==> config.mk <==
export PLATFORM = sky130hd
export DESIGN_NAME = gf233_word_serializer
export DESIGN_NICKNAME = d
export VERILOG_FILES = /design/src/rtl/gf233_word_serializer.sv
export SDC_FILE = /design/constraint.sdc
export NUM_CORES = 1
export LEC_CHECK = 0
export ABC_CLOCK_PERIOD_IN_PS = 1750
export CAP_MARGIN = 5
export CORE_MARGIN = 2
export CORE_UTILIZATION = 45
export CTS_CLUSTER_SIZE = 25
export DETAILED_ROUTE_END_ITERATION = 8
export PLACE_DENSITY = 0.86
export SETUP_SLACK_MARGIN = 0.02
export SLEW_MARGIN = 20
export SYNTH_ARGS = -nofsm -noshare
export SYNTH_HDL_FRONTEND = slang
export SYNTH_SLANG_ARGS = --single-unit
export TNS_END_PERCENT = 100
==> constraint.sdc <==
create_clock -name clk -period 1.75 [get_ports clk]
set_input_delay 0.525 -clock clk [delete_from_list [all_inputs] [get_ports clk]]
set_output_delay 0.525 -clock clk [all_outputs]
set_load 0.02 [all_outputs]
==> src/rtl/gf233_word_serializer.sv <==
// gf233_word_serializer
// Transmit end of the element-to-word bus: takes one M-bit GF(2^233) field
// element and emits it as NWORDS W-bit words, least-significant word first.
// The top word is zero-padded above bit M-1.
//
// Ports:
//   clk, rst   - single rising-edge clock, synchronous active-high reset
//   in_valid   - in_data holds an element to send
//   in_ready   - block can accept an element (high only in IDLE)
//   in_data    - M-bit field element, bit 0 = x^0 coefficient
//   out_valid  - out_data holds a valid word
//   out_ready  - downstream accepts the current word
//   out_data   - current W-bit word
//   out_last   - current word is the final word of the element
//   busy       - an element is being transmitted
//
// All outputs are decoded from registered state only, so nothing depends
// combinationally on in_valid or out_ready.
module gf233_word_serializer #(
    parameter int M      = 233,
    parameter int W      = 32,
    parameter int NWORDS = (M + W - 1) / W
) (
    input  logic         clk,
    input  logic         rst,
    input  logic         in_valid,
    output logic         in_ready,
    input  logic [M-1:0] in_data,
    output logic         out_valid,
    input  logic         out_ready,
    output logic [W-1:0] out_data,
    output logic         out_last,
    output logic         busy
);

    localparam int SW = NWORDS * W;
    localparam int IW = (NWORDS > 1) ? $clog2(NWORDS) : 1;
    localparam logic [IW-1:0] LAST_IDX = IW'(NWORDS - 1);

    typedef enum logic {
        IDLE,
        SEND
    } state_t;

    state_t        state;
    state_t        state_next;
    logic [SW-1:0] shreg;
    logic [SW-1:0] ext_data;
    logic [IW-1:0] idx;
    logic          in_fire;
    logic          out_fire;
    logic          at_last;

    // Zero-extend the element to the full word-aligned width.
    always_comb begin
        ext_data        = '0;
        ext_data[M-1:0] = in_data;
    end

    assign in_fire  = (state == IDLE) && in_valid;
    assign out_fire = (state == SEND) && out_ready;
    assign at_last  = (idx == LAST_IDX);

    always_ff @(posedge clk) begin
        if (rst) begin
            state <= IDLE;
        end else begin
            state <= state_next;
        end
    end

    always_comb begin
        state_next = state;
        case (state)
            IDLE: begin
                if (in_valid) begin
                    state_next = SEND;
                end
            end
            SEND: begin
                if (out_ready && at_last) begin
                    state_next = IDLE;
                end
            end
            default: state_next = IDLE;
        endcase
    end

    // The shift register and index only move on a handshake, so a stalled
    // word (and its last flag) holds without any extra enable logic.
    always_ff @(posedge clk) begin
        if (rst) begin
            shreg <= '0;
            idx   <= '0;
        end else if (in_fire) begin
            shreg <= ext_data;
            idx   <= '0;
        end else if (out_fire && !at_last) begin
            shreg <= shreg >> W;
            idx   <= idx + 1'b1;
        end
    end

    assign in_ready  = (state == IDLE);
    assign out_valid = (state == SEND);
    assign busy      = (state == SEND);
    assign out_last  = (state == SEND) && at_last;
    assign out_data  = shreg[W-1:0];

endmodule
==> results.ini <==
[run_status]
status=finished with violations
violations=setup timing

[grt]
grt_first_pass_wirelength_mm=60.88
grt_pass1_vias=11260
antenna_found_initial=0
grt_max_degree=45
grt.total_usage=0.2922
grt-ovfl-total=0

[critical_path]
start_kind=flip-flop
path_delay_family=buffers and inverters
crit_arrival_ns=2.45
crit_slowest_cell=and3b_4
critPathBufInv=4
critPathCaptureType=flip-flop
path_class=reg2reg
worstPathCellList=ha_4, ha_4, and3b_4, buf_6, buf_12, buf_6, buf_8, a21oi_2, a211oi_2
cpPeakStageDelay_ns=0.35
crit_path_max_fanout=5
cp.required_ns=2.14

[sta]
setup_viol=122
fin_hold_ws_ns=0.4396
rsz0062_at_grt=yes
finalCriticalPeriod_ns=2.056
slew_viol_final=0
fin_crit_sh=1.175
finalClockSkew_ns=0.009185
tightest_slew_ns=0.4717
finalHoldViolCount=0
max_freq_mhz=486.4
relSlewSlack=0.6844
setup_slack_ns=-0.3059

[clocking]
max-clock-path-buffers=3
htree_levels=1
cts_hold_buf=0
clk_pin_slew_ns=0.07
clkLatencyLatePin_ns=0.52
cts_tree=yes
cts_root_buffer=clkbuf_16
cts_buffers=24
clkSinkCount=237

[place]
gp_congestion=0.8723
hpwl_mm=23.36
port_buffers=272
dpl_worst_slack_ns=-0.4112

[drt]
detail-route-antenna-nets=0
viasPerCell=5.885
drt_iter0_drc=1008
wire_per_inst_um=21.83
route.vias.total=11350
drc=0
finalWirelength_mm=42.08
first_pass_iters=7

[die]
die_w_um=160.6
start_util=0.4567
die_h_um=160.6
ioPinCount=273
core-area_um2=24180
row_count=57
dieArea_um2=25800

[yosys]
syn_avg_cell_area_um2=8.402
ys.warnings.count=0
synthesis.area_um2=11040
syn_nets=1553
ys_seq_elements=237
seq_area_frac_synth=0.4297
syn_inst=1314
synth_cell_types=24

[cells_and_area]
antenna_cells=0
layout-drive-gt1-share=0.3448
layout_common_cells=clkdlybuf4s50_1 (235), nand2_1 (234), dfxtp_1 (234), nor2_1 (202), a211oi_2 (186)
final_common_cell=clkdlybuf4s50_1
area_growth_pct=57.57
nets=1830
n_fill_cell=1495

[pwr]
powerDensity_nw_per_um2=862.4
ir_drop_mv=0.7360
leakagePower_nw=6.246

[hold_path]
hp-class=in2reg

[flow_run]
drv_cap=0

## power breakdown
group / switching [W] / internal [W] / total (W) / leakage (nW)
Sequential: 0.000438 / 0.00587 / 0.00630 / 1.96
Combinational: 0.00185 / 0.00178 / 0.00363 / 3.91
Clock: 0.00217 / 0.00290 / 0.00507 / 0.374
Total: 0.00447 / 0.0105 / 0.0150 / 6.25
## routing by layer
| metal | vias up | global-route usage | wire length, um |
|---|---|---|---|
| met5 | - | 0 | 0 |
| met4 | 0 | 0.1188 | 1930 |
| met3 | 140 | 0.04442 | 3206 |
| met2 | 638 | 0.4892 | 20220 |
| met1 | 5488 | 0.3784 | 16720 |
| li1 | 5080 | - | - |
## metrics by stage
step	power [W]	util	instances	area, um2	setup TNS [ns]
2_1_floorplan	0.007840	-	1314	11040	0
3_3_place_gp	0.009040	0.5982	1844	14460	-56.01
3_5_place_dp	0.009129	0.5982	1844	14460	-64.80
4_1_cts	0.01458	0.6973	1922	16860	-7.603
5_1_grt	0.01548	0.7196	1928	17400	-16.04
6_report	0.01500	0.7196	1928	17400	-8.903
## sequential cells by signal, summed over array words and instances (netlist names)
name   cells
busy       1
idx        3
shreg    233
## repair_timing
item,in CTS,in global routing
resized for setup,279,162
cloned,16,7
setup buffers,28,20
setup endpoints to repair,208,215
pin swaps,257,81
## Yosys cell counts
| cell | n | share of area |
|---|---|---|
| a211oi_1 | 61 | 0.041 |
| a211oi_2 | 140 | 0.16 |
| a21oi_1 | 214 | 0.097 |
| a21oi_2 | 20 | 0.016 |
| and2_1 | 1 | 0.00057 |
| and3b_1 | 1 | 0.00079 |
| buf_1 | 9 | 0.0031 |
| buf_2 | 49 | 0.022 |
| buf_4 | 43 | 0.029 |
| buf_6 | 12 | 0.012 |
| buf_8 | 2 | 0.0027 |
| clkbuf_1 | 45 | 0.015 |
| dfxtp_1 | 237 | 0.43 |
| ha_1 | 2 | 0.0023 |
| inv_1 | 1 | 0.00034 |
| mux2i_1 | 2 | 0.0018 |
| nand2_1 | 234 | 0.080 |
| nand2b_1 | 1 | 0.00057 |
| nand3_1 | 32 | 0.015 |
| nand3b_1 | 1 | 0.00068 |
| nor2_1 | 202 | 0.069 |
| nor2b_1 | 1 | 0.00057 |
| nor3_1 | 3 | 0.0014 |
| xnor2_1 | 1 | 0.00079 |
## kinds of logic after synthesis
family,synth area share
simple gates,0.1673
compound gates,0.3130
flops,0.4297
buf+inv,0.08511
mux,0.001813
fa+ha+maj,0.002266
xor+xnor,0.0007934
## final cells by class
type	instances	area (um2)	area share
clock inverter	7	62.56	0.003596
clock buffer	32	691.9	0.03977
multi-input combinational	916	6725	0.3866
timing repair buffer	411	4757	0.2734
tap	324	405.4	0.02330
inverter	1	3.754	0.0002158
sequential	237	4751	0.2731
## path summary, 6_finish.rpt
| kind | slack (ns) | end | start | cells past startpoint |
|---|---|---|---|---|
| worst max-delay path | -0.31 | shreg[43] | idx[0] | 9 |
| worst min register to register | 0.46 | shreg[22] | shreg[22] | 2 |
| worst min-delay path | 0.44 | shreg[76] | rst | 2 |
| worst max register to register | -0.31 | shreg[43] | idx[0] | 9 |
No activity file was read; power rests on OpenSTA's default activity.
